$ cat src/rtl/ram_arb_pkg.sv
// Shared encodings for the RAM arbiter: M65C02 IO_Op and MC values plus the arbiter FSM states.
package ram_arb_pkg;

    localparam logic [1:0] IO_OP_NONE  = 2'b00;
    localparam logic [1:0] IO_OP_WRITE = 2'b01;
    localparam logic [1:0] IO_OP_READ  = 2'b10;
    localparam logic [1:0] IO_OP_FETCH = 2'b11;

    localparam logic [2:0] MC_CYC1 = 3'd6;
    localparam logic [2:0] MC_CYC2 = 3'd7;
    localparam logic [2:0] MC_CYC3 = 3'd5;
    localparam logic [2:0] MC_CYC4 = 3'd4;

    typedef enum logic [1:0] {
        ARB_IDLE  = 2'd0,
        ARB_GRANT = 2'd1,
        ARB_DATA  = 2'd2
    } arb_state_e;

endpackage

$ cat src/rtl/ram_arb_stats.sv
// Saturating DMA statistics: completed accesses and cycles a pending request waited for a CPU slot.
module ram_arb_stats #(
    parameter int STAT_WIDTH = 16
) (
    input  logic                  clk,
    input  logic                  rst_n,
    input  logic                  grant_evt_i,
    input  logic                  stall_evt_i,
    output logic [STAT_WIDTH-1:0] grants_o,
    output logic [STAT_WIDTH-1:0] stalls_o
);

    logic [STAT_WIDTH-1:0] grants_q, grants_d;
    logic [STAT_WIDTH-1:0] stalls_q, stalls_d;

    always_comb begin
        grants_d = grants_q;
        stalls_d = stalls_q;
        if (grant_evt_i && (grants_q != '1)) grants_d = grants_q + STAT_WIDTH'(1);
        if (stall_evt_i && (stalls_q != '1)) stalls_d = stalls_q + STAT_WIDTH'(1);
    end

    always_ff @(posedge clk or negedge rst_n) begin
        if (!rst_n) begin
            grants_q <= '0;
            stalls_q <= '0;
        end else begin
            grants_q <= grants_d;
            stalls_q <= stalls_d;
        end
    end

    assign grants_o = grants_q;
    assign stalls_o = stalls_q;

endmodule

$ cat src/rtl/ram_arbiter.sv
// Shares main RAM between the M65C02 (owns MC=7/MC=5 when active) and one DMA requester.
// Defining RAM_ARB_STATS_EN adds the stat_grants/stat_stalls saturating counters.
module ram_arbiter
    import ram_arb_pkg::*;
#(
    parameter int ADDR_WIDTH = 15,
    parameter int DATA_WIDTH = 8,
    parameter int STAT_WIDTH = 16
) (
    input  logic                  clk,
    input  logic                  rst_n,
    input  logic [ADDR_WIDTH-1:0] cpu_addr,
    input  logic [DATA_WIDTH-1:0] cpu_wdata,
    input  logic [1:0]            cpu_io_op,
    input  logic [2:0]            cpu_mc,
    input  logic                  cpu_ram_cs,
    output logic [DATA_WIDTH-1:0] cpu_rdata,
    input  logic                  dma_req,
    input  logic                  dma_we,
    input  logic [ADDR_WIDTH-1:0] dma_addr,
    input  logic [DATA_WIDTH-1:0] dma_wdata,
    output logic                  dma_ack,
    output logic [DATA_WIDTH-1:0] dma_rdata,
    output logic [ADDR_WIDTH-1:0] ram_addr,
    output logic [DATA_WIDTH-1:0] ram_wdata,
    output logic                  ram_we,
    input  logic [DATA_WIDTH-1:0] ram_rdata,
    output logic                  dma_owner
`ifdef RAM_ARB_STATS_EN
    ,
    output logic [STAT_WIDTH-1:0] stat_grants,
    output logic [STAT_WIDTH-1:0] stat_stalls
`endif
);

    arb_state_e            state_q, state_d;
    logic                  dma_ack_q;
    logic                  dma_owner_q;
    logic [DATA_WIDTH-1:0] dma_rdata_q;
    logic                  cpu_active;
    logic                  cpu_wr_strobe;
    logic                  next_free;

    assign cpu_active    = cpu_ram_cs && (cpu_io_op != IO_OP_NONE);
    assign cpu_wr_strobe = cpu_active && (cpu_io_op == IO_OP_WRITE) && (cpu_mc == MC_CYC2);

    // Looks one cycle ahead: MC=5 is followed by 4 and MC=4 by 6, neither of which the CPU owns.
    assign next_free = (cpu_mc == MC_CYC3) || (cpu_mc == MC_CYC4) || !cpu_active;

    always_comb begin
        state_d = state_q;
        case (state_q)
            ARB_IDLE:  if (dma_req && next_free) state_d = ARB_GRANT;
            ARB_GRANT: state_d = ARB_DATA;
            ARB_DATA:  state_d = ARB_IDLE;
            default:   state_d = ARB_IDLE;
        endcase
    end

    always_ff @(posedge clk or negedge rst_n) begin
        if (!rst_n) begin
            state_q     <= ARB_IDLE;
            dma_ack_q   <= 1'b0;
            dma_owner_q <= 1'b0;
            dma_rdata_q <= '0;
        end else begin
            state_q     <= state_d;
            dma_owner_q <= (state_d == ARB_GRANT);
            dma_ack_q   <= (state_d == ARB_DATA);
            if ((state_q == ARB_DATA) && !dma_we) dma_rdata_q <= ram_rdata;
        end
    end

    assign ram_addr  = (state_q == ARB_GRANT) ? dma_addr  : cpu_addr;
    assign ram_wdata = (state_q == ARB_GRANT) ? dma_wdata : cpu_wdata;
    // Gated by rst_n so a CPU write strobe cannot reach the RAM while reset is asserted.
    assign ram_we    = rst_n && ((state_q == ARB_GRANT) ? dma_we : cpu_wr_strobe);

    assign cpu_rdata = ram_rdata;
    assign dma_ack   = dma_ack_q;
    assign dma_owner = dma_owner_q;
    assign dma_rdata = (dma_ack_q && !dma_we) ? ram_rdata : dma_rdata_q;

`ifdef RAM_ARB_STATS_EN
    ram_arb_stats #(
        .STAT_WIDTH(STAT_WIDTH)
    ) u_stats (
        .clk        (clk),
        .rst_n      (rst_n),
        .grant_evt_i(state_q == ARB_DATA),
        .stall_evt_i((state_q == ARB_IDLE) && dma_req && !next_free),
        .grants_o   (stat_grants),
        .stalls_o   (stat_stalls)
    );
`endif

endmodule
$ cat config.mk
export PLATFORM = sky130hd
export DESIGN_NAME = ram_arbiter
export DESIGN_NICKNAME = d
export VERILOG_FILES = /design/src/rtl/ram_arb_pkg.sv /design/src/rtl/ram_arb_stats.sv /design/src/rtl/ram_arbiter.sv
export SDC_FILE = /design/constraint.sdc
export NUM_CORES = 1
export LEC_CHECK = 0
export CORE_UTILIZATION = 26
export DETAILED_ROUTE_END_ITERATION = 10
export PLACE_DENSITY = 0.8
export SETUP_SLACK_MARGIN = 0.3
export SLEW_MARGIN = 10
export SYNTH_ARGS = -nofsm -noshare
export SYNTH_HDL_FRONTEND = slang
export SYNTH_HIERARCHICAL = 1
export SYNTH_SLANG_ARGS = --single-unit
$ cat constraint.sdc
create_clock -name clk -period 1.8 [get_ports clk]
set_input_delay 0.36 -clock clk [delete_from_list [all_inputs] [get_ports clk]]
set_output_delay 0.36 -clock clk [all_outputs]
set_load 0.1 [all_outputs]
==> impl_metrics.py <==
metrics = {
    "drt": {
        "routed_via_density": 4.64,
        "initialDrtViolationCount": 8,
        "ant_nets": 0,
        "wl_met3_um": 393,
        "route.detailed.drc": 0,
        "maxUsedRoutingLayer": "met4",
        "wl_met1_um": 1270,
        "dr_total_vias": 1081,
        "wl_um": 4010,
        "wl_met2_um": 2280,
        "drtPass1Iterations": 2,
        "wl_per_cell_um": 17.2,
    },
    "global_route": {
        "antenna_found_initial": 0,
        "grt_pass1_wl_um": 6000,
        "track_usage_pct": 23.3,
        "grt-ovfl-total": 0,
        "grt_pass1_vias": 1186,
        "grt_max_degree": 16,
    },
    "worst_setup_path": {
        "start_kind": "flip-flop",
        "cp-end-kind": "output pin",
        "crit_required_ps": 1440,
        "path_class": "flip-flop to output pin",
        "critPathArrivalTime_ps": 1710,
        "r2r_cells": 7,
        "reg2reg_slack_ps": 190,
        "path_max_fanout": 3,
        "r2r_start": "dma_ack",
        "r2r_end": "dma_rdata_q[4]",
    },
    "clock_tree": {
        "clk_latency_ps": 270,
        "cts-buffers-inserted": 3,
        "clock_sinks": 11,
        "cts_tree": "done",
        "cts-root-buf": "clkbuf_4",
        "clock_path_buffers": 2,
        "cts.reportedPaths.clkPinSlew_ps": 70,
        "htreeDepth": 1,
    },
    "final_layout": {
        "seqCellArea_um2": 279,
        "areaGrowthSynthToFinish_pct": 209,
        "nets": 254,
        "diodes": 0,
        "multi_input_area_um2": 677,
        "design_area_um2": 2700,
        "drive_gt1_share_pct": 57.1,
        "nFillCells": 152,
    },
    "pwr": {
        "p_sw_uw": 1500,
        "switching_share_pct": 51.4,
        "p_per_area_nw_per_um2": 1080,
        "seq_power_share_pct": 12.9,
        "ir_drop_mv": 0.921,
        "clkPwrFrac_pct": 5.8,
        "combPwrFrac_pct": 81.3,
        "power.leakage_uw": 0.00125,
        "p_int_uw": 1420,
    },
    "yosys": {
        "synth_xor_xnor_area_share_pct": 0,
        "ys_warn_count": 6,
        "synthAdderAreaFrac_pct": 0,
        "synth-simple-area-share_pct": 6.29,
        "synth_nets": 138,
        "synth_compound_area_share_pct": 1.86,
        "synth-seq-cells": 11,
        "synth_top_family_by_area": "multiplexers",
        "syn_inst": 74,
        "seq_area_frac_synth_pct": 31.4,
        "avgSynthCellArea_um2": 11.8,
        "synth_mux_area_share_pct": 50.1,
        "syn_area_um2": 876,
        "synth_cell_types": 16,
    },
    "timing": {
        "slew_headroom_pct": 83.8,
        "worst_slack_ps": -270,
        "clock-skew-final_ps": 0.716,
        "max_freq_ghz": 0.483,
        "hold_viol_final": 0,
        "timing.hold.ws_ps": 427,
        "rsz0062_at_grt": "true",
        "min_period_ps": 2070,
        "slew_viol_final": 0,
        "max_slew.worst_pin.slew_ps": 242,
        "setup_viol": 32,
        "fin_crit_sh_pct": 115,
    },
    "place": {
        "placed_cell_area_um2": 2620,
        "port_buffers": 105,
        "gp_congestion": 0.703,
        "dpl.hpwl_um": 3460,
    },
    "floorplan": {
        "die-area_um2": 3600,
        "die-width_um": 60.0,
        "core_area_um2": 3130,
        "placementRows": 20,
        "num_io_pins": 106,
        "start_util_pct": 28.0,
        "die_h_um": 60.0,
    },
    "run_status": {
        "violations": "setup timing",
        "status": "complete, but fails checks",
    },
    "hold_path": {
        "hp-class": "input port to asynchronous set/reset pin",
    },
    "job": {
        "cap_violations": 0,
    },
}
cell families (layout without fill, tap and decap cells):
family                 count (synthesis)  in the layout
muxes                                 39             39
AOI/OAI and AO/OA                      2              2
DFF                                   11             11
buffers and inverters                 13            128
and+or+nand+nor                        9              9
area by class of cell:
class	count	share of cell area (%)
repair buffers	123	61.5
clock buffers	4	0.972
well taps	44	2.04
multi-input cells	50	25.0
flip-flops and latches	11	10.3
inverters	1	0.139
worst max-delay path, cell delays in order (launching register included):
cell	delay, ps
dfrtp_1	380
nor2b_4	150
or4b_4	530
a21boi_4	190
buf_12	190
worst max path at each step:
stage,startpoint,end,slack (ps),cells after the start
after detailed placement,cpu_mc[1],ram_we,-390,5
after CTS,dma_ack,ram_addr[2],-250,4
after floorplan,dma_ack,ram_we,-510,4
final,state_q[0],ram_we,-270,4
after global placement,cpu_io_op[0],ram_we,-360,5
after global routing,state_q[0],ram_we,-320,4
layout by cell type, fill, tap and decap left out, types with 2 or more instances in the layout:
| master | instances |
|---|---|
| and3_1 | 2 |
| buf_4 | 7 |
| dfrtp_1 | 10 |
| dlygate4sd2_1 | 12 |
| clkdlybuf4s50_1 | 50 |
| clkbuf_4 | 3 |
| buf_12 | 45 |
| mux2_2 | 4 |
| mux2_4 | 35 |
| buf_6 | 8 |
power groups by stage:
stage / registers [uW] / clock network, uW / logic [uW]
6_report: 377 / 168 / 2370
3_3_place_gp: 374 / 0 / 2330
3_5_place_dp: 381 / 0 / 2360
4_1_cts: 377 / 174 / 2380
5_1_grt: 387 / 185 / 2430
2_1_floorplan: 403 / 0 / 1460
layer usage:
layer | up-vias | global-route usage [%]
met4 | 0 | 7.31
met2 | 76 | 47.3
met3 | 8 | 7.14
li1 | 493 | -
met5 | - | 0
met1 | 504 | 21.4
state kept, by name, indices dropped and copies added, names as in the netlist:
signal,flops
dma_owner,1
dma_rdata_q,8
dma_ack,1
state_q,1
cells in the mapped netlist:
master     n  share of area, %
buf_2      3               1.7
dfrtp_1   11                31
nor2b_1    1              0.71
nor2_1     1              0.43
nand2_1    1              0.43
nand4_1    1              0.71
buf_4      8               6.9
mux2_2    39                50
a21boi_1   1              0.86
nand2b_1   1              0.71
o221ai_1   1               1.0
nor2_2     1              0.71
or4b_1     1               1.1
and3_1     2               1.4
inv_1      1              0.43
buf_6      1               1.3
timing repair:
| item | in CTS | in global routing |
|---|---|---|
| buffers inserted | 2 | 1 |
| pin swaps | 3 | 1 |
| resized for setup | 21 | 3 |
| setup endpoints to repair | 47 | 41 |
| hold buffers | 0 | 0 |
per-stage QoR:
stage / power [uW] / utilization, % / cells / setup TNS (ps) / worst slack [ps]
after floorplan: 1860 / - / 74 / -4310 / -514
after global placement: 2710 / 83.8 / 226 / -2040 / -356
after detailed placement: 2740 / 83.8 / 226 / -3000 / -389
after CTS: 2930 / 85.8 / 232 / -6710 / -254
after global routing: 3000 / 86.4 / 233 / -8060 / -317
final: 2920 / 86.4 / 233 / -6340 / -270
(Power assumes the default switching activity.)
==> variant 1 (same flow settings) <==
The parameter `ADDR_WIDTH` goes from 15 to 16.
--- a/src/rtl/ram_arbiter.sv
+++ b/src/rtl/ram_arbiter.sv
@@ -3,7 +3,7 @@
 module ram_arbiter
     import ram_arb_pkg::*;
 #(
-    parameter int ADDR_WIDTH = 15,
+    parameter int ADDR_WIDTH = 16,
     parameter int DATA_WIDTH = 8,
     parameter int STAT_WIDTH = 16
 ) (
Interface: changed (resized cpu_addr, dma_addr and ram_addr); port bits go from 106 to 109. No check against the original RTL was run, so the function may have changed too.
==> variant 1 against the original RTL <==
The flow still finishes with violations (setup timing). Global-route usage is 1.1 points higher. Routed wire length is 8.9% higher. Synthesized cell count is 1.4% higher. Power is 3.1% higher. Area after synthesis is 1.3% higher. Sequential cell count stayed put. Largest power group unchanged. Sequential share of layout area is 0.38 points lower. Worst setup slack worse by 0.0088 ns. Design area is 3.8% higher. Count of clock-buffer cells in the layout stayed put.
==> variant 1: results (changes against the original RTL) <==
| Metric | Value |
|---|---|
| Status | complete, but fails checks |
| Failing checks | setup timing |
| Met2 WL post-DR | 2540 microns (+12%) |
| Lkg Pwr | 1.300 nW (+4.0%) |
| CP delay by family, top | simple AND/OR/NAND/NOR gates |
| Syn nets | 141 (+2.2%) |
| GPL Wtd Cong | 0.6972 (-0.84%) |
| Routed WL | 4369 microns (+8.9%) |
| DP Wirelength | 3516 microns (+1.7%) |
| DR iter-0 viols | 22 (+14) |
| Commonest cells in the netlist | 40 x mux2_2, 11 x dfrtp_1, 8 x buf_4 |
| Largest net degree at the start of global routing | 17 (+1) |
| CP max-delay cell | or4b_4 |
| Final setup TNS | -7.408 ns (-1.067 ns) |
| Total Routing Usage GR | 24.37% (+1.1 points) |
| Placed Area | 2671 sq um (+2.0%) |
| Clock root buffer | clkbuf_4 |
| Number of global-route vias before repair | 1,241 (+4.6%) |
| Uppermost layer routed | met4 |
| Post-synth top flop | dfrtp_1 |
| Final setup fails | 33 (+3.1%) |
| Met3 Wirelength | 306 microns (-22%) |
| Clk_lat worst skew | 0.28 ns |
| Post-synthesis sequential area ratio | 31.03% (-0.40 points) |
| Synth area leaders | mux2_2 51%, dfrtp_1 31%, buf_4 6.8% |
| Share of layout cells above drive strength 1 | 57.22% (+0.074 points) |
| Drt first pass iters | 4 (+2) |
| Nets | 261 (+2.8%) |
| VDD IR max | 629.1 uV (-32%) |
| Buffers on Ports | 108 (+2.9%) |
| Worst-path clk slew | ~0.08 ns |
| Worst Skew | 0.001329 ns (+0.0006128 ns) |
| Yosys warnings | 6 (unchanged) |
| Via density | 4.651 (+0.25%) |
| Dpl ws | -0.4012 ns (-0.01172 ns) |
| Worst-Margin Slew | 0.2484 ns (+0.006087 ns) |
| Most flops, register | dma_rdata_q |
| First-pass GRT wire length | 6182 microns (+3.1%) |
| Library cells used by synthesis | 16 (unchanged) |
| Routed length on met1 | 1396 microns (+10%) |
| Tightest Hold Check Type | in -> async |
| Worst Slack Setup Final | -0.2785 ns (-0.008760 ns) |
| Async set or reset register ratio after synthesis | 100.0% (unchanged) |
| CP arrival | 1.72 ns |
## variant 1: cell families (layout without fill, tap and decap cells)
| group | count (synthesis) | count (layout) | share of synthesized area (%) |
|---|---|---|---|
| multiplexers | 40 | 40 | 50.78 |
| AND/OR/NAND/NOR | 9 | 9 | 6.207 |
| flip-flops | 11 | 11 | 31.03 |
| buffers and inverters | 13 | 132 | 10.15 |
| AO/OA/AOI/OAI | 2 | 2 | 1.834 |
## variant 1: power breakdown
group	total, W	internal [W]	switching, W
Sequential	0.000386	0.000329	0.0000566
Clock	0.000181	0.0000860	0.0000948
Combinational	0.00244	0.00103	0.00141
Total	0.00301	0.00145	0.00156
## variant 1: cell type report
type                    instances  area, sq um
well taps                      44        55.05
inverters                       1        3.754
repair buffers                127         1734
flip-flops and latches         11        279.0
fillers                       130        347.8
multi-input cells              51        706.9
clock buffers                   4        26.28
## variant 1: per-stage QoR
step	instances	hold WS, ns
global route	238	0.4610
CTS	235	0.4157
global placement	230	0.4930
detailed placement	230	0.5079
floorplan	75	0.06441
finish	238	0.4459
## variant 1: layer usage
layer / vias to the layer above / track usage [%]
li1: 500 / -
met1: 528 / 22.47
met2: 69 / 49.45
met3: 10 / 6.397
met4: 0 / 10.06
met5: - / 0
## variant 1: what timing repair did
action / CTS / global route
setup buffers: 1 / 2
setup endpoints to repair: 49 / 41
resized for setup: 31 / 1
pin swaps: 4 / 0
gates cloned: 0 / 1
## variant 1: final timing paths
kind,to,start,slack (ns),cells after the start
max reg2reg,dma_rdata_q[7],dma_ack,0.22,7
max,ram_we,state_q[0],-0.28,4
min reg2reg,dma_rdata_q[1],dma_rdata_q[1],0.53,1
min in group clk,dma_rdata_q[1],dma_rdata_q[1],0.53,1
min,dma_rdata_q[4],rst_n,0.45,2
max in group asynchronous,dma_ack,rst_n,1.19,2
==> variant 2 (config.mk and constraints unchanged) <==
Without the edit above. Encoding of `arb_state_e`: now one-hot (3 bits for 3 states).
--- a/src/rtl/ram_arb_pkg.sv
+++ b/src/rtl/ram_arb_pkg.sv
@@ -11,10 +11,10 @@
     localparam logic [2:0] MC_CYC3 = 3'd5;
     localparam logic [2:0] MC_CYC4 = 3'd4;
 
-    typedef enum logic [1:0] {
-        ARB_IDLE  = 2'd0,
-        ARB_GRANT = 2'd1,
-        ARB_DATA  = 2'd2
+    typedef enum logic [2:0] {
+        ARB_IDLE  = 3'b001,
+        ARB_GRANT = 3'b010,
+        ARB_DATA  = 3'b100
     } arb_state_e;
 
 endpackage
Check against the original RTL: same outputs for any inputs over 10 cycles, from zero or initial values and one cycle with rst_n low; not proved beyond that.
==> variant 2 against the original RTL <==
The flow still finishes with violations (setup timing). Design area increased by 3.6%. Area after synthesis up 12%. Largest power group unchanged. Sequential cell count increased by 2. Power down 13%. Maximum frequency decreased by 1.5%. Combinational power shrank 20%. Critical endpoint unchanged. Worst setup slack got worse by 0.032 ns. Count of clock-buffer cells in the layout unchanged. Non-clock buffer count grew 2. Register-to-register slack improved by 0.17 ns. Clock skew rose by 0.0012 ns. Sequential share of layout area rose by 1.5 points. Routed wire length rose by 4.4%. Utilization decreased by 5.7 points.
==> variant 2: results (changes against the original RTL) <==
| Metric | Value |
|---|---|
| Status | complete, but fails checks |
| Failing checks | setup timing |
| Largest net degree at the start of global routing | 17 (+1) |
| Post-Synthesis Cells | 77 (+4.1%) |
| Clock root buffer | clkbuf_8 |
| Dpl ws | -0.3612 ns (+0.02830 ns) |
| Met2 WL post-DR | 2556 microns (+12%) |
| Critical path's largest stage delay | 0.55 ns (+0.02 ns) |
| Placed Cells | 236 (+4.4%) |
| First-pass GRT wire length | 6147 microns (+2.5%) |
| Die area | 4008 sq um (+11%) |
| GPL Wtd Cong | 0.6996 (-0.50%) |
| Mux cell area share after synthesis | 44.94% (-5.2 points) |
| PD cells | 909.0 nW/um^2 (-16%) |
| Post-CTS setup buffer count | 1 (-1) |
| Worst setup path start | state_q[0] |
| Clk_lat worst skew | 0.24 ns (-0.03 ns) |
| Clock power share | 9.9% (+4.1 points) |
| Met2 GRT Util | 44.49% (-2.8 points) |
| CP arrival | 1.74 ns (+0.03 ns) |
| Synth area leaders | mux2_2 45%, dfrtp_1 31%, buf_4 6.1% |
| Commonest cells in the netlist | 39 x mux2_2, 12 x dfrtp_1, 8 x buf_4 |
| DP Wirelength | 3629 microns (+5.0%) |
| Total Routing Usage GR | 20.58% (-2.7 points) |
| Grt met1 use | 17.91% (-3.4 points) |
| Library cells used by synthesis | 18 (+2) |
| VDD IR max | 464.0 uV (-50%) |
| Tightest Hold Check Type | reg -> reg |
| Flop pwr share | 15.8% (+2.9 points) |
| CP max-delay cell | dfstp_2 |
| DR iter-0 viols | 15 (+7) |
| Worst-path clk slew | 0.05 ns (-0.02 ns) |
| Number of global-route vias before repair | 1,193 (+0.59%) |
| Int Pwr | 0.001309 W (-7.7%) |
| Post-synthesis sequential area ratio | 33.42% (+2.0 points) |
| Cts repair resizes | 15 (-29%) |
| Post-synthesis compound-gate area fraction | 2.049% (+0.19 points) |
| Syn nets | 141 (+2.2%) |
| Worst Slack Setup Final | -0.3017 ns (-0.03197 ns) |
| Worst Skew | 0.001868 ns (+0.001151 ns) |
| Placed Area | 2686 sq um (+2.5%) |
| Drt first pass iters | 4 (+2) |
| Final setup fails | 24 (-25%) |
| Nets | 260 (+2.4%) |
| Filler cells | 200 (+32%) |
-- variant 2: changes by cell type in the layout (fill, tap and decap cells not counted), moves of 3 or more --
| cell | unedited run | this run |
|---|---|---|
| clkbuf_4 | 3 | 0 |
| mux2_2 | 4 | 8 |
| mux2_4 | 35 | 31 |
| buf_4 | 7 | 12 |
| clkbuf_8 | 0 | 3 |
-- variant 2: worst paths after layout --
path	depth (start not counted)	to	slack (ns)
hold / removal	1	dma_rdata_q[7]	0.51
setup / recovery	4	ram_we	-0.30
max in group asynchronous	2	state_q[0]	1.02
min in group asynchronous	2	dma_rdata_q[2]	0.55
setup reg to reg	4	dma_rdata_q[1]	0.36
hold reg to reg	1	dma_rdata_q[7]	0.51
-- variant 2: cell type report --
cell class,count,area [sq um],area share (%)
repair buffers,125,1664,59.45
flip-flops and latches,13,330.3,11.80
multi-input cells,53,701.9,25.08
clock buffers,4,45.04,1.609
well taps,46,57.56,2.056
